`src/rtl/ex_muldiv_unit_pkg.sv`:
```
`default_nettype none
// ============================================================================
//  Module      : ex_muldiv_unit_pkg
//  Description : Shared encodings for the iterative RV32M multiply/divide
//                unit: M-extension funct3 opcodes, FSM state codes and
//                operand-signedness helpers.
//  Revision    : 1.0 - initial release
// ============================================================================
package ex_muldiv_unit_pkg;

   typedef logic [2:0] op_t;

   // M-extension funct3 encodings
   localparam op_t OP_MUL    = 3'b000;
   localparam op_t OP_MULH   = 3'b001;
   localparam op_t OP_MULHSU = 3'b010;
   localparam op_t OP_MULHU  = 3'b011;
   localparam op_t OP_DIV    = 3'b100;
   localparam op_t OP_DIVU   = 3'b101;
   localparam op_t OP_REM    = 3'b110;
   localparam op_t OP_REMU   = 3'b111;

   // FSM state encodings
   localparam logic [1:0] ST_IDLE = 2'd0;
   localparam logic [1:0] ST_CALC = 2'd1;
   localparam logic [1:0] ST_FIN  = 2'd2;

   // rs1 is treated as a signed value by these ops
   function automatic logic op_signed_a(input op_t op);
      return (op == OP_MULH) || (op == OP_MULHSU) || (op == OP_DIV) || (op == OP_REM);
   endfunction

   // rs2 is treated as a signed value by these ops
   function automatic logic op_signed_b(input op_t op);
      return (op == OP_MULH) || (op == OP_DIV) || (op == OP_REM);
   endfunction

endpackage
`default_nettype wire

```
`src/rtl/ex_muldiv_unit_if.sv`:
```
`default_nettype none
// ============================================================================
//  Module      : ex_muldiv_unit_if
//  Description : Request/response bundle between the EX stage and the
//                multiply/divide unit.
//    start         - request, accepted only while busy is low
//    op            - M-ext funct3
//    operand_a/b   - rs1 / rs2 values
//    dest_addr_in  - destination register tag of the request
//    flush         - abort in-flight op
//    busy          - op in flight (EX stall)
//    done          - one-cycle completion pulse
//    result        - result, held until next done
//    dest_addr_out - tag of the completed op, held with result
//  Revision    : 1.0 - initial release
// ============================================================================
interface ex_muldiv_unit_if
   import ex_muldiv_unit_pkg::*;
#(
   parameter int XLEN = 32
);
   logic            start;
   op_t             op;
   logic [XLEN-1:0] operand_a;
   logic [XLEN-1:0] operand_b;
   logic [4:0]      dest_addr_in;
   logic            flush;
   logic            busy;
   logic            done;
   logic [XLEN-1:0] result;
   logic [4:0]      dest_addr_out;

   modport master (
      output start, op, operand_a, operand_b, dest_addr_in, flush,
      input  busy, done, result, dest_addr_out
   );

   modport slave (
      input  start, op, operand_a, operand_b, dest_addr_in, flush,
      output busy, done, result, dest_addr_out
   );
endinterface
`default_nettype wire

```
`src/rtl/ex_muldiv_unit_muldiv_iter_step.sv`:
```
`default_nettype none
// ============================================================================
//  Module      : muldiv_iter_step
//  Description : Combinational single-iteration datapath shared by multiply
//                and divide. The 2*XLEN accumulator holds
//                  multiply : {partial product high, multiplier bits left}
//                  divide   : {partial remainder, dividend/quotient bits}
//    acc      - current accumulator
//    b_mag    - divisor/multiplicand magnitude (XLEN+1 bits, MSB zero)
//    is_div   - select restoring-divide step instead of add-shift
//    acc_next - accumulator after one iteration
//  Revision    : 1.0 - initial release
// ============================================================================
module muldiv_iter_step #(
   parameter int XLEN = 32
) (
   input  logic [2*XLEN-1:0] acc,
   input  logic [XLEN:0]     b_mag,
   input  logic              is_div,
   output logic [2*XLEN-1:0] acc_next
);
   logic [XLEN:0]     w_sum;
   logic [2*XLEN-1:0] w_acc_mul;
   logic [XLEN:0]     w_rem_sh;
   logic [XLEN:0]     w_trial;
   logic              w_fits;
   logic [2*XLEN-1:0] w_acc_div;

   // Add-shift: add b into the high half when the current multiplier LSB is
   // set, then shift the whole accumulator right by one (carry enters top).
   assign w_sum     = {1'b0, acc[2*XLEN-1:XLEN]} + (acc[0] ? b_mag : '0);
   assign w_acc_mul = {w_sum, acc[XLEN-1:1]};

   // Restoring divide: shift next dividend bit into the remainder and try
   // subtracting b. The shifted remainder is below 2*b, so the trial result
   // lies in (-b, b) and its MSB is the borrow.
   assign w_rem_sh  = {acc[2*XLEN-1:XLEN], acc[XLEN-1]};
   assign w_trial   = w_rem_sh - b_mag;
   assign w_fits    = ~w_trial[XLEN];
   assign w_acc_div = {(w_fits ? w_trial[XLEN-1:0] : w_rem_sh[XLEN-1:0]),
                       acc[XLEN-2:0], w_fits};

   assign acc_next  = is_div ? w_acc_div : w_acc_mul;

endmodule
`default_nettype wire

```
`src/rtl/ex_muldiv_unit.sv`:
```
`default_nettype none
// ============================================================================
//  Module      : ex_muldiv_unit
//  Description : Iterative RV32M multiply/divide unit for the EX stage,
//                one bit per cycle on unsigned magnitudes with sign fix-up
//                at the end. Divide-by-zero and MIN/-1 overflow complete
//                in one cycle without leaving IDLE.
//    clk - clock, rising edge
//    rst - asynchronous active-high reset
//    bus - request/response bundle (slave side)
//  Revision    : 1.0 - initial release
// ============================================================================
module ex_muldiv_unit
   import ex_muldiv_unit_pkg::*;
#(
   parameter int XLEN = 32
) (
   input  logic            clk,
   input  logic            rst,
   ex_muldiv_unit_if.slave bus
);
   localparam int              CNT_W     = $clog2(XLEN);
   localparam logic [XLEN-1:0] C_MIN_INT = {1'b1, {(XLEN-1){1'b0}}};
   localparam logic [CNT_W-1:0] C_LAST   = CNT_W'(XLEN - 1);

   logic [1:0]        r_state;
   logic [1:0]        w_state_next;
   logic [CNT_W-1:0]  r_cnt;
   logic [2*XLEN-1:0] r_acc;
   logic [XLEN:0]     r_b_mag;
   op_t               r_op;
   logic [4:0]        r_tag;
   logic              r_neg_main;   // negate product / quotient
   logic              r_neg_rem;    // negate remainder
   logic              r_done;
   logic [XLEN-1:0]   r_result;
   logic [4:0]        r_dest;

   logic              w_busy;
   logic              w_accept;
   logic              w_fast;
   logic              w_fast_done;
   logic              w_launch;
   logic              w_step;
   logic              w_finish;

   // ---------------- request decode ----------------
   logic [XLEN:0]     w_a_ext, w_b_ext, w_a_mag, w_b_mag;
   logic              w_a_neg, w_b_neg;
   logic              w_b_zero, w_ovf;
   logic [XLEN-1:0]   w_fast_result;

   // XLEN+1-bit sign extension keeps -MIN_INT exact
   assign w_a_ext  = {op_signed_a(bus.op) & bus.operand_a[XLEN-1], bus.operand_a};
   assign w_b_ext  = {op_signed_b(bus.op) & bus.operand_b[XLEN-1], bus.operand_b};
   assign w_a_neg  = w_a_ext[XLEN];
   assign w_b_neg  = w_b_ext[XLEN];
   assign w_a_mag  = w_a_neg ? -w_a_ext : w_a_ext;
   assign w_b_mag  = w_b_neg ? -w_b_ext : w_b_ext;

   assign w_b_zero = (bus.operand_b == '0);
   assign w_ovf    = ((bus.op == OP_DIV) || (bus.op == OP_REM)) &&
                     (bus.operand_a == C_MIN_INT) && (bus.operand_b == '1);
   assign w_fast   = bus.op[2] && (w_b_zero || w_ovf);

   always_comb begin
      w_fast_result = '1;
      if (w_b_zero) begin
         w_fast_result = bus.op[1] ? bus.operand_a : '1;
      end else begin
         w_fast_result = bus.op[1] ? '0 : C_MIN_INT;
      end
   end

   // ---------------- FSM: state register ----------------
   always_ff @(posedge clk or posedge rst) begin
      if (rst) begin
         r_state <= ST_IDLE;
      end else begin
         r_state <= w_state_next;
      end
   end

   // ---------------- FSM: next state ----------------
   always_comb begin
      w_state_next = r_state;
      if (bus.flush) begin
         w_state_next = ST_IDLE;
      end else begin
         case (r_state)
            ST_IDLE: if (bus.start && !w_fast) w_state_next = ST_CALC;
            ST_CALC: if (r_cnt == C_LAST)      w_state_next = ST_FIN;
            ST_FIN:                            w_state_next = ST_IDLE;
            default:                           w_state_next = ST_IDLE;
         endcase
      end
   end

   // ---------------- FSM: outputs / control ----------------
   always_comb begin
      w_busy      = (r_state != ST_IDLE);
      w_accept    = (r_state == ST_IDLE) && bus.start && !bus.flush;
      w_fast_done = w_accept && w_fast;
      w_launch    = w_accept && !w_fast;
      w_step      = (r_state == ST_CALC) && !bus.flush;
      w_finish    = (r_state == ST_FIN)  && !bus.flush;
   end

   // ---------------- iteration datapath ----------------
   logic [2*XLEN-1:0] w_acc_next;

   muldiv_iter_step #(
      .XLEN     (XLEN)
   ) u_step (
      .acc      (r_acc),
      .b_mag    (r_b_mag),
      .is_div   (r_op[2]),
      .acc_next (w_acc_next)
   );

   // ---------------- sign correction and result select ----------------
   logic [2*XLEN-1:0] w_prod;
   logic [XLEN-1:0]   w_quo, w_rem, w_final;

   assign w_prod = r_neg_main ? -r_acc : r_acc;
   assign w_quo  = r_acc[XLEN-1:0];
   assign w_rem  = r_acc[2*XLEN-1:XLEN];

   always_comb begin
      w_final = '0;
      case (r_op)
         OP_MUL:                       w_final = w_prod[XLEN-1:0];
         OP_MULH, OP_MULHSU, OP_MULHU: w_final = w_prod[2*XLEN-1:XLEN];
         OP_DIV, OP_DIVU:              w_final = r_neg_main ? -w_quo : w_quo;
         default:                      w_final = r_neg_rem ? -w_rem : w_rem;
      endcase
   end

   // ---------------- datapath registers ----------------
   always_ff @(posedge clk or posedge rst) begin
      if (rst) begin
         r_cnt      <= '0;
         r_acc      <= '0;
         r_b_mag    <= '0;
         r_op       <= OP_MUL;
         r_tag      <= '0;
         r_neg_main <= 1'b0;
         r_neg_rem  <= 1'b0;
         r_done     <= 1'b0;
         r_result   <= '0;
         r_dest     <= '0;
      end else begin
         r_done <= 1'b0;
         if (w_fast_done) begin
            r_result <= w_fast_result;
            r_dest   <= bus.dest_addr_in;
            r_done   <= 1'b1;
         end
         if (w_launch) begin
            // Magnitude MSB is always zero, so the top word starts cleared
            r_acc      <= {{(XLEN-1){1'b0}}, w_a_mag};
            r_b_mag    <= w_b_mag;
            r_op       <= bus.op;
            r_tag      <= bus.dest_addr_in;
            r_neg_main <= w_a_neg ^ w_b_neg;
            r_neg_rem  <= w_a_neg;
            r_cnt      <= '0;
         end
         if (w_step) begin
            r_acc <= w_acc_next;
            r_cnt <= r_cnt + 1'b1;
         end
         if (w_finish) begin
            r_result <= w_final;
            r_dest   <= r_tag;
            r_done   <= 1'b1;
         end
      end
   end

   assign bus.busy          = w_busy;
   assign bus.done          = r_done;
   assign bus.result        = r_result;
   assign bus.dest_addr_out = r_dest;

endmodule
`default_nettype wire

```
`src/flat_wrapper.sv`:
```
// flat-port wrapper written by rule: the top's interface ports become plain ports
module ex_muldiv_unit_flat import ex_muldiv_unit_pkg::*;
#(
   parameter int XLEN = 32
)
  (clk, rst, bus_start, bus_op, bus_operand_a, bus_operand_b, bus_dest_addr_in, bus_flush, bus_busy, bus_done, bus_result, bus_dest_addr_out);
  ex_muldiv_unit_if #(.XLEN(XLEN)) bus_i ();
  input  logic clk;
  input  logic rst;
  input wire logic [$bits(bus_i.start)-1:0] bus_start;
  input wire logic [$bits(bus_i.op)-1:0] bus_op;
  input wire logic [$bits(bus_i.operand_a)-1:0] bus_operand_a;
  input wire logic [$bits(bus_i.operand_b)-1:0] bus_operand_b;
  input wire logic [$bits(bus_i.dest_addr_in)-1:0] bus_dest_addr_in;
  input wire logic [$bits(bus_i.flush)-1:0] bus_flush;
  output wire logic [$bits(bus_i.busy)-1:0] bus_busy;
  output wire logic [$bits(bus_i.done)-1:0] bus_done;
  output wire logic [$bits(bus_i.result)-1:0] bus_result;
  output wire logic [$bits(bus_i.dest_addr_out)-1:0] bus_dest_addr_out;
  assign bus_i.start = bus_start;
  assign bus_i.op = bus_op;
  assign bus_i.operand_a = bus_operand_a;
  assign bus_i.operand_b = bus_operand_b;
  assign bus_i.dest_addr_in = bus_dest_addr_in;
  assign bus_i.flush = bus_flush;
  assign bus_busy = bus_i.busy;
  assign bus_done = bus_i.done;
  assign bus_result = bus_i.result;
  assign bus_dest_addr_out = bus_i.dest_addr_out;
  ex_muldiv_unit #(.XLEN(XLEN)) u_core (.clk(clk), .rst(rst), .bus(bus_i));
endmodule
```
`config.mk`:
```
export PLATFORM = sky130hd
export DESIGN_NAME = ex_muldiv_unit_flat
export DESIGN_NICKNAME = d
export VERILOG_FILES = /design/src/rtl/ex_muldiv_unit_pkg.sv /design/src/rtl/ex_muldiv_unit_if.sv /design/src/rtl/ex_muldiv_unit_muldiv_iter_step.sv /design/src/rtl/ex_muldiv_unit.sv /design/src/flat_wrapper.sv
export SDC_FILE = /design/constraint.sdc
export NUM_CORES = 1
export LEC_CHECK = 0
export ABC_AREA = 0
export CORE_UTILIZATION = 40
export CTS_CLUSTER_DIAMETER = 60
export DETAILED_ROUTE_END_ITERATION = 10
export MAX_ROUTING_LAYER = met4
export PLACE_DENSITY_LB_ADDON = 0.08
export SYNTH_ARGS = -nofsm -noshare
export SYNTH_HDL_FRONTEND = slang
export SYNTH_SLANG_ARGS = --single-unit
```
`constraint.sdc`:
```
create_clock -name clk -period 12.6 [get_ports clk]
set_input_delay 3.78 -clock clk [delete_from_list [all_inputs] [get_ports clk]]
set_output_delay 3.78 -clock clk [all_outputs]
set_load 0.03 [all_outputs]
```
==> Word level (Yosys, flattened, before mapping) <==
Index checks and enable logic that the tools add are counted.
{ "totals": {"register_bits": 152, "input_bits": 76, "out_inout_bits": 39, "elab_cells": 93} }
{ "op_classes": {"add_sub_neg": 8, "n_eq_ne": 16, "mux": 26, "bitwise_logic": 4, "reduce_logical": 28} }
{ "ops": {"columns": ["operator", "n"], "rows": [
  ["32-bit two-way mux", 8],
  ["64-bit two-way mux", 4],
  ["33-bit two-way mux", 3],
  ["32-bit one-hot mux with 3 select lines", 1],
  ["33-bit negator", 2],
  ["32-bit equality test, second input constant", 2],
  ["32-bit negator", 2],
  ["64-bit negator", 1],
  ["32-bit by 33-bit adder with 33-bit output", 1],
  ["33-bit subtractor", 1],
  ["32-bit logical NOT", 1],
  ["5-bit two-way mux", 4],
  ["3-bit equality test, second input constant", 4],
  ["1-bit logical AND", 10],
  ["3-bit by 2-bit equality test with 1-bit output, second input constant", 3],
  ["1-bit logical OR", 7],
  ["3-bit by 1-bit equality test with 1-bit output, second input constant", 2],
  ["2-bit two-way mux", 3],
  ["3-bit by 2-bit != test with 1-bit output, second input constant", 2],
  ["2-bit nonzero test", 3],
  ["5-bit by 1-bit adder with 5-bit output, second input constant", 1],
  ["5-bit equality test, second input constant", 1],
  ["2-bit one-hot mux with 2 select lines", 1],
  ["3-bit logical NOT", 1],
  ["11 further kinds", 14]
]} }

==> Longest topological paths before layout <==
Gate-level depths: netlist of run 1.
{ "depth": {"depth_word": 11, "depth_mapped": 14, "mapped_depth_nobuf": 12} }

==> Cells and area by module <==
Synthesis of run 1 repeated with hierarchy kept, for this count alone.
{ "unflattened": {"hier_cells": 1932, "area_unflattened_um2": 15089.5} }
{ "by_module_without_submodules": {"columns": ["module", "instances", "cells_each", "area_per_inst_um2", "seq_area_each_um2"], "rows": [
  ["ex_muldiv_unit", 1, 1295, 10516.3, 3803.6],
  ["muldiv_iter_step", 1, 637, 4573.1, 0.0]
]} }

==> Least setup slack after synthesis of run 1 <==
Ideal clock, no wire load.
{ "synth_timing": {"path_kind": "input -> register", "startpoint": "input bus_operand_a[0]", "endpoint": "register u_core.r_acc[2]", "arrival_ps": 6377, "t_required_ps": 12470, "setup_slack_ps": 6092, "path_stages": 13, "n_path_buf": 3, "path_cell_list": "inv_1 > ha_1 > or3b_4 > or4_4 > or4b_4 > o22ai_2 > a21oi_2 > and2_1 > buf_6 > buf_6 > buf_6 > o211ai_1 > o21ai_1"} }
{ "synth_between": {"elab_chain_cells": 8} }
{ "synth_rtl": {"columns": ["element", "line", "text"], "rows": [
  ["start: declaration", "flat_wrapper.sv:12", "input wire logic [$bits(bus_i.operand_a)-1:0] bus_operand_a;"],
  ["branches (longest 8 deep; another with 33-bit negator)", null, null],
  ["end signal: assignment", "ex_muldiv_unit.sv:161", "r_acc <= {{(XLEN-1){1'b0}}, w_a_mag};"],
  ["end signal: assignment", "ex_muldiv_unit.sv:170", "r_acc <= w_acc_next;"],
  ["end: declaration", "ex_muldiv_unit.sv:29", "logic [2*XLEN-1:0] r_acc;"]
]} }
Parallel ways; which one is timed is not known. The select of a mux whose other input is x is not followed.
A chain may end at the register's enable or synchronous reset.

==> Worst setup path in the final report of run 1 <==
{ "layout_timing": {"startpoint": "input bus_operand_a[0]", "endpoint": "register u_core.r_result[11], in the netlist u_core.bus.result[11]"} }
{ "layout_between": {"elab_chain_cells": 7} }
{ "layout_rtl": {"columns": ["element", "line", "text"], "rows": [
  ["32-bit equality test", "ex_muldiv_unit.sv:63", "(bus.operand_a == C_MIN_INT) && (bus.operand_b == '1);"],
  ["1-bit logical AND", "ex_muldiv_unit.sv:62", "assign w_ovf = ((bus.op == OP_DIV) || (bus.op == OP_REM)) &&"],
  ["1-bit logical AND", "ex_muldiv_unit.sv:63", null],
  ["1-bit logical OR", "ex_muldiv_unit.sv:64", "assign w_fast = bus.op[2] && (w_b_zero || w_ovf);"],
  ["1-bit logical AND", "ex_muldiv_unit.sv:64", null],
  ["1-bit logical AND", "ex_muldiv_unit.sv:103", "w_fast_done = w_accept && w_fast;"],
  ["2-bit nonzero test (no line)", null, null],
  ["end signal: assignment", "ex_muldiv_unit.sv:155", "r_result <= w_fast_result;"],
  ["end signal: assignment", "ex_muldiv_unit.sv:174", "r_result <= w_final;"],
  ["end: declaration", "ex_muldiv_unit.sv:36", "logic [XLEN-1:0] r_result;"]
]} }
Every way passes these cells.

==> run metrics, run 1 <==
outcome=completed; Sw Ratio=49.05%; vias in the first global route=13962; PwrDens=197.4 nW/µm²; GRT Util Overall=just under 30%; GP Congestion=0.9664; WP buf/inv=3; overflow left after global routing=0; synthesized area per cell=7.858 µm²; P_sw=1622 µW; DR WL/cell=~22 µm; Post-synth top cells=nand2_1, o21ai_0, dfrtp_1; Critical-path top delay cell=nor2_1; XOR/XNOR share of the synthesized area=11.28%; DP HPWL=39.48 mm; period utilisation layout=59.97%; dominant cells by area after synthesis=dfrtp_1, o21ai_0, ha_1; multi-input logic area=10180 µm²; CP cell instances=clkdlybuf4s50_1, inv_1, ha_1, or3b_4, or4_4, or4b_4, o22ai_2, nand3_1, buf_4, nor2_1, o21ai_0, a21boi_0, o21ai_0; CTS root buffer=clkbuf_16; register area=3806 µm²; Clk pwr share=16.8%; Clock transition at path regs=0.07 ns; Fin Clk Skew=0.009807 ns; Ys Warns=0; Port Buf Inserts=roughly 110; fillcell total=3646; post-synthesis mux area share=4.496%; Remaining DRCs=0; Main synth FF type=dfrtp_1; number of DRC markers in iteration 0=1151; cts repair resizes=0; part of the power in registers=25.6%; Distinct cells, synth=91; area fraction of the dominant cell type after synthesis=25.79%; antenna violations before repair=1; Critical Path RT=approximately 13 ns; Crit Reg-Reg Startpoint=u_core.r_acc[31]; CP Class=input port to flip-flop; worst skew pair latency=0.47 ns; postcts setup bufs=0; Die Span Y=194.0 µm; RSZ-0062 raised after global routing=no; min Tclk post-route=7.556 ns; CORE AREA=35910 µm²; num rows=69; Placed Instances=2355; Worst setup EP type=flip-flop; share of layout cells above drive strength 1=5.556%; Core Util, Final=46.64%; max_cap viols=0; Hold Crit Start=u_core.r_tag[3]; vias per cell=6.080; Least-Margin Pin Slew=1.145 ns; H-tree levels=4; Min Hold Slack=0.4746 ns; Cell Area, Synth=14750 µm²; die area=37650 µm²; Nets=2062; Post-synth ARST share=100.0%; Logic pwr share=around 58%; Setup violations, final=0; Routed WL=between 50 and 60 mm; Non-Filler Instances=2387; setup TNS=0 ns; Tot Pwr=3306 µW; number of antenna diodes=0; hold_buf cts=0; post-route antenna net violation count=0; Synth Area in Compound Gates=26.43%; Max Slew Vio Count=0; Leak=0.006919 µW; TritonCTS clock tree=done; Slew headroom=23.37%; #FFs+latches synth=152; Syn Nets=2026; starting density of the core=around two fifths; first-pass GRT wire length=82.34 mm; Hold WC Path Type=flip-flop to flip-flop; worst IR drop on VDD=just over 90 µV; max frequency=132.3 MHz; Post-synth EDFFs=0; final hold vios=0; delay-heaviest family, CP=simple AND/OR/NAND/NOR gates; largest net degree at the start of global routing=70; vias=between 10000 and 15000; CTS Buffer Depth=2; Num Clock Sinks=152; Max FO, Critical Path=21; adder-cell share of the synthesized area=6.294%; Mapped Cells=~1900; area leader, netlist=dfrtp_1; clock buffers created by TritonCTS=17; sequential area share after synthesis=25.79%; most used cell along the critical path=o21ai_0; area grow syn2layout=13.56%; largest family of logic cells by synthesized area=compound AO/OA/AOI/OAI gates; top-count cell post-synth=nand2_1; internal power=1685 µW; crit-path max cell delay=approximately 0.76 ns; DR pass1 iterations=8; startpoint types=input port; CP arrival=7.94 ns; Critical Path Start=bus_operand_a[0]; Chip Width=194.0 µm; Simple-Gate Fraction of Synth Area=slightly above 20%; num ports=~120
==> sequential cells by signal (all words and copies together), names as in the netlist <==
name                      cells
u_core.r_state                2
u_core.r_op                   3
u_core.bus.dest_addr_out      5
u_core.r_neg_rem              1
u_core.bus.done               1
u_core.r_b_mag               33
u_core.r_cnt                  5
u_core.r_acc                 64
u_core.bus.result            32
u_core.r_tag                  5
u_core.r_neg_main             1
==> worst min-delay path: cells and delay by family, from the launching register on <==
family           cells  cell delay, ns
DFF                  1            0.34
and+or+nand+nor      2            0.10
==> path summary, 6_finish.rpt <==
check	cells past startpoint	slack (ns)	endpoint
setup / recovery	13	5.04	u_core.bus.result[11]
hold / removal	2	0.47	u_core.r_tag[3]
setup reg to reg	13	7.79	u_core.r_acc[50]
hold reg to reg	2	0.47	u_core.r_tag[3]
max in group asynchronous	3	7.65	u_core.r_tag[4]
min in group asynchronous	2	3.73	u_core.r_acc[40]
==> cell families (layout without fill, tap and decap cells) <==
| group | count (synthesis) | count (layout) |
|---|---|---|
| compound gates | 601 | 601 |
| xor+xnor | 190 | 190 |
| fa+ha+maj | 73 | 73 |
| buf+inv | 190 | 239 |
| flops | 152 | 152 |
| mux | 66 | 66 |
| simple gates | 605 | 605 |
==> through the flow <==
step	setup WS (ns)	cell area (µm²)
2_1_floorplan	4.727	14750
3_3_place_gp	4.715	16140
3_5_place_dp	4.601	16140
4_1_cts	5.106	16750
5_1_grt	4.904	16750
6_report	5.044	16750
==> cell usage in the layout (no fill, tap or decap), drive strengths merged, types with 45 or more instances in the layout <==
cell,Yosys,layout
inv,71,76
clkdlybuf4s50,0,114
nand2,223,223
nor2,128,128
o211ai,45,45
a21oi,96,96
xnor2,100,100
dfrtp,152,152
nand3,45,45
xor2,90,90
o21ai,210,210
mux2i,64,64
ha,71,71
==> area by class of cell <==
type                       instances  share of cell area [%]
clock buffer                      17                   2.540
clock inverter                    15                   1.135
inverter                          72                   1.643
multi-input combinational       1535                   60.76
sequential                       152                   22.72
tap                              461                   3.443
timing repair buffer             135                   7.753
==> power by group through the flow <==
| stage | clock network, µW | logic [µW] | registers (µW) |
|---|---|---|---|
| finish | 555 | 1900 | 846 |
| global route | 581 | 2110 | 863 |
| CTS | 564 | 1890 | 840 |
| detailed placement | 0 | 1870 | 847 |
| global placement | 0 | 1860 | 847 |
| floorplan | 0 | 1500 | 700 |
==> per-layer routing <==
| metal | vias up | part of all wire (%) | track usage [%] |
|---|---|---|---|
| met5 | - | 0 | - |
| met4 | 0 | 1.5 | 7.025 |
| met3 | 43 | 5.1 | 3.966 |
| met2 | 444 | 45 | 44.22 |
| met1 | 7094 | 48 | 40.44 |
| li1 | 6933 | - | - |
Power figures use the tool's default switching activity.
==> run 2, diff against run 1 <==
clock period = 7.5 ns   (was 12.6 ns; I/O delays follow)
==> run 2 against run 1 <==
  * First-iteration DRC count grew 5.6%
  * Utilization about the same
  * Largest cell class unchanged
  * Setup slack worse by 3.6 ns
  * Sequential power grew 65%
  * Largest power group unchanged
  * Sequential cell count did not move
  * Clock-buffer cell count rose by 1
  * Via count up 0.63%
==> run metrics, run 2 (synthesized netlist as in run 1, its figures left out) <==
Routed WL=about 53 mm; largest net degree at the start of global routing=88; Remaining DRCs=0; M2 GR Usage=43.34%; num ports=115; Fin Clk Skew=0.01532 ns; Leak=0.006936 µW; CORE AREA=35910 µm²; antenna violations before repair=2; Max FO, Critical Path=13; Max Slew Vio Count=0; vias=14606; Die Span Y=about 190 µm; worst IR drop on VDD=194.7 µV; DR WL/cell=22.16 µm; Setup violations, final=0; most frequent cells in the layout=nand2_1, o21ai_0, dfrtp_1, nor2_1, clkdlybuf4s50_1; fillcell total=~3600; commonest non-fill, non-tap cell in the layout=nand2_1; register with the most flip-flops=u_core.r_acc; share of layout cells above drive strength 1=5.800%; Least-Margin Pin Slew=approximately 1.1 ns; GRT Util Overall=29.06%; vias in the first global route=between 10000 and 15000; Worst setup EP type=flip-flop; TritonCTS clock tree=done; cts repair resizes=0; Num Clock Sinks=around 150; Hold WC Path Type=flip-flop to flip-flop; Nets=2067; CP Class=input port to flip-flop; number of antenna diodes=0; Port Buf Inserts=114; area grow syn2layout=13.68%; CP arrival=6.48 ns; GP Congestion=roughly 0.94; final hold vios=0; setup TNS=0 ns; outcome=completed; M1 GR Usage=41.05%; register area=3806 µm²; hold_buf cts=0; DP HPWL=39.38 mm; RSZ-0062 raised after global routing=no; multi-input logic area=10170 µm²; first-pass GRT wire length=82.50 mm; gr busiest metal=met2; max_cap viols=0; postcts setup bufs=0; period utilisation layout=81.28%; startpoint types=input port; max frequency=~160 MHz; Core Util, Final=46.69%; CTS root buffer=clkbuf_16; num rows=69; number of DRC markers in iteration 0=1216; DR pass1 iterations=5; met3 Use GR=3.844%; Slew headroom=24.03%; worst skew pair latency=0.47 ns; CTS Buffer Depth=2; max reg flops=64; PwrDens=330.8 nW/µm²; Critical Path RT=7.88 ns; clock buffers created by TritonCTS=17; Clock transition at path regs=0.07 ns; post-route antenna net violation count=0; vias per cell=6.106; H-tree levels=4; Chip Width=194.0 µm; die area=37650 µm²; overflow left after global routing=0; min Tclk post-route=6.096 ns; starting density of the core=between 40% and 50%
run 2: cell types whose count changed in the layout (fill, tap and decap cells not counted):
cell,before,now
a21oi_4,1,0
a21oi_2,4,5
bufinv_16,3,2
clkbuf_8,0,1
clkinv_2,2,1
inv_6,4,5
buf_4,21,26
run 2: cell type report:
cell class                      instances  area share (%)
Clock buffer                           18           2.619
Tap cell                              461           3.440
Multi-Input combinational cell       1535           60.66
Timing Repair Buffer                  140           7.969
Inverter                               72           1.642
Sequential cell                       152           22.70
Clock inverter                         14          0.9775
run 2: worst max-delay path, cell delays in order:
cell and delay (ns):
clkdlybuf4s50_1 0.50, inv_1 0.12, ha_1 0.16, or3b_4 0.40, or4_4 0.55, or4b_4 0.60, o22ai_2 0.16, nand3_1 0.41
nor2_1 0.87, o21ai_0 0.19, a21boi_0 0.17, o21ai_0 0.08
run 2: per-stage QoR:
step	hold WS, ns	worst slack, ns	instances	cell area, µm²	total power [µW]
after CTS	0.4802	1.458	2392	16770	5517
after detailed placement	0.4621	0.9829	2360	16170	4568
final	0.4758	1.404	2392	16770	5548
after global placement	0.4584	0.9684	2360	16170	4558
after global routing	0.4908	1.118	2392	16770	5950
after floorplan	0.4455	1.157	1877	14750	3700
run 2: report_power, final:
| group | total (µW) | internal [µW] | switching (µW) | leakage, µW |
|---|---|---|---|---|
| clock network | 920 | 508 | 412 | 0.000292 |
| registers | 1400 | 995 | 409 | 0.00193 |
| logic | 3220 | 1310 | 1910 | 0.00471 |
run 2: path summary, 6_finish.rpt:
check                      slack (ns)                     to        startpoint  cells past startpoint
setup / recovery                 1.40  u_core.bus.result[11]  bus_operand_a[0]                     12
hold / removal                   0.48        u_core.r_tag[2]   u_core.r_tag[2]                      2
hold reg to reg                  0.48        u_core.r_tag[2]   u_core.r_tag[2]                      2
setup reg to reg                 2.37       u_core.r_acc[63]   u_core.r_acc[0]                     13
min in group asynchronous        2.22       u_core.r_acc[41]               rst                      2
max in group asynchronous        4.08      u_core.r_neg_main               rst                      3
run 2: per-layer routing:
metal	wire [µm]	up-vias
met4	941	0
met1	25190	7126
met5	0	-
met2	23670	483
met3	3217	54
li1	-	6943
==> run 3, diff against run 2 <==
clock period = 6 ns   (was 7.5 ns; I/O delays follow)
==> run 3 against run 2 <==
  * Sequential cell count did not move
  * Final cell count up 0.29%
  * Critical path type unchanged
  * Cell area rose by 0.54%
  * Combinational power grew 26%
  * Sequential share of layout area is 0.12 points lower
==> run metrics, run 3 (synthesized netlist as in run 1, its figures left out) <==
min Tclk post-route=5.245 ns; Nets=2074; Remaining DRCs=0; final hold vios=0; GP Congestion=0.9347; vias=14516; CTS Buffer Depth=2; Slew headroom=18.49%; Leak=0.006991 µW; Crit Reg-Reg Startpoint=u_core.r_acc[31]; CTS root buffer=clkbuf_16; antenna violations before repair=0; period utilisation layout=87.42%; DP HPWL=39.37 mm; part of the power in registers=24.7%; Hold Crit Start=u_core.r_tag[1]; Hold WC Path Type=flip-flop to flip-flop; worst reg2reg path depth=13; setup TNS=0 ns; Max FO, Critical Path=31; Max Slew Vio Count=0; DR WL/cell=21.76 µm; max reg flops=64; Logic pwr share=58.3%; CP arrival=about 5.6 ns; Non-Filler Instances=2399; Clk pwr share=17.0%; met2 WL=23.44 mm; postcts setup bufs=0; hold path depth=2; RSZ-0062 raised after global routing=no; Routed WL=between 50 and 60 mm; delay-heaviest family, CP=simple AND/OR/NAND/NOR gates; worst IR drop on VDD=250.2 µV; first-pass GRT wire length=81.11 mm; P_sw=around 3400 µW; outcome=completed; startpoint types=input port; r2r setup slk=~1.5 ns; Worst setup EP type=flip-flop; commonest non-fill, non-tap cell in the layout=nand2_1; register with the most flip-flops=u_core.r_acc; R2R Path End=u_core.r_acc[59]; TritonCTS clock tree=done; vias per cell=6.051; overflow left after global routing=0; internal power=3569 µW; largest net degree at the start of global routing=around 120; Setup violations, final=0; Die Span Y=~190 µm; most frequent cells in the layout=nand2_1, o21ai_0, dfrtp_1, nor2_1, clkdlybuf4s50_1; CP cell instances=clkdlybuf4s50_1, inv_1, ha_1, or3b_4, or4_4, or4b_4, o22ai_2, nand3_1, and2_1, nor3_1, a21oi_1, o211ai_1; num ports=~120; CORE AREA=35910 µm²; vias in the first global route=approximately 14000; Chip Width=just under 200 µm; Critical-path top delay cell=or4b_4; Clock transition at path regs=0.07 ns; hold_buf cts=0; Placed Instances=2367; share of layout cells above drive strength 1=6.089%; max_cap viols=0; worst skew pair latency=0.46 ns; Port Buf Inserts=114; Critical Path RT=6.36 ns; num rows=69; Sw Ratio=48.88%; PwrDens=around 410 nW/µm²; number of antenna diodes=0; Fin Clk Skew=around 0.013 ns; Max Used Layer=met4; Worst Hold Endpoint=u_core.r_tag[1]; met3 wire length=2.963 mm; DR pass1 iterations=5; starting density of the core=41.07%; number of DRC markers in iteration 0=between 1000 and 1500; H-tree levels=4; clock buffers created by TritonCTS=17; CP Class=input port to flip-flop; post-route antenna net violation count=0; crit-path max cell delay=around 0.6 ns; fillcell total=3625; WP buf/inv=2; Num Clock Sinks=152; GRT Util Overall=28.53%; Min Hold Slack=0.4806 ns; met1 WL=about 24 mm; max frequency=190.6 MHz; cts repair resizes=0; Least-Margin Pin Slew=1.223 ns; area grow syn2layout=14.29%; die area=37650 µm²
[run 3: cell count changes in the layout (fill, tap and decap cells not counted), sizes merged]
cell / delta
bufinv: +1
clkinvlp: -1
buf: +7
[run 3: worst max-delay path by stage]
stage                             endpoint  slack [ns]  cells past startpoint        startpoint
3_3_place_gp          u_core.bus.result[4]        0.41                     11  bus_operand_a[0]
6_report             u_core.bus.result[29]        0.75                     12  bus_operand_a[0]
3_5_place_dp         u_core.bus.result[29]        0.35                     12  bus_operand_a[0]
5_1_grt              u_core.bus.result[29]        0.59                     12  bus_operand_a[0]
2_1_floorplan  u_core.bus.dest_addr_out[0]        0.11                      1               rst
4_1_cts              u_core.bus.result[29]        0.78                     12  bus_operand_a[0]
[run 3: through the flow]
step	total power, µW	cell area (µm²)	worst slack (ns)	utilization [%]
global route	7482	16860	0.5924	46.94
global placement	5709	16240	0.4061	45.23
CTS	6946	16860	0.7813	46.94
finish	6982	16860	0.7547	46.94
detailed placement	5730	16240	0.3455	45.23
floorplan	4625	14750	0.1069	-
[run 3: area by class of cell]
cell class / instances / area (µm²) / area share (%)
Sequential cell: 152 / 3806 / 22.58
Clock inverter: 14 / 186.4 / 1.106
Multi-Input combinational cell: 1535 / 10170 / 60.33
Timing Repair Buffer: 147 / 1414 / 8.387
Clock buffer: 18 / 429.2 / 2.546
Tap cell: 461 / 576.8 / 3.421
Inverter: 72 / 275.3 / 1.633
[run 3: worst min-delay path: stages, from the launching register on]
cell     delay [ns]
dfrtp_1        0.35
nand2_1        0.05
nand2_1        0.06
[run 3: power groups by stage]
stage / combinational [µW] / clock (µW) / sequential [µW]
after detailed placement: 4000 / 0 / 1730
after global placement: 3980 / 0 / 1730
after CTS: 4020 / 1200 / 1720
after floorplan: 3150 / 0 / 1470
after global routing: 4480 / 1240 / 1770
final: 4070 / 1190 / 1730
[run 3: per-layer routing]
metal	global-route usage, %	vias up
met5	-	-
li1	-	6954
met4	9.318	0
met3	4.662	74
met2	43.29	474
met1	38.53	7014
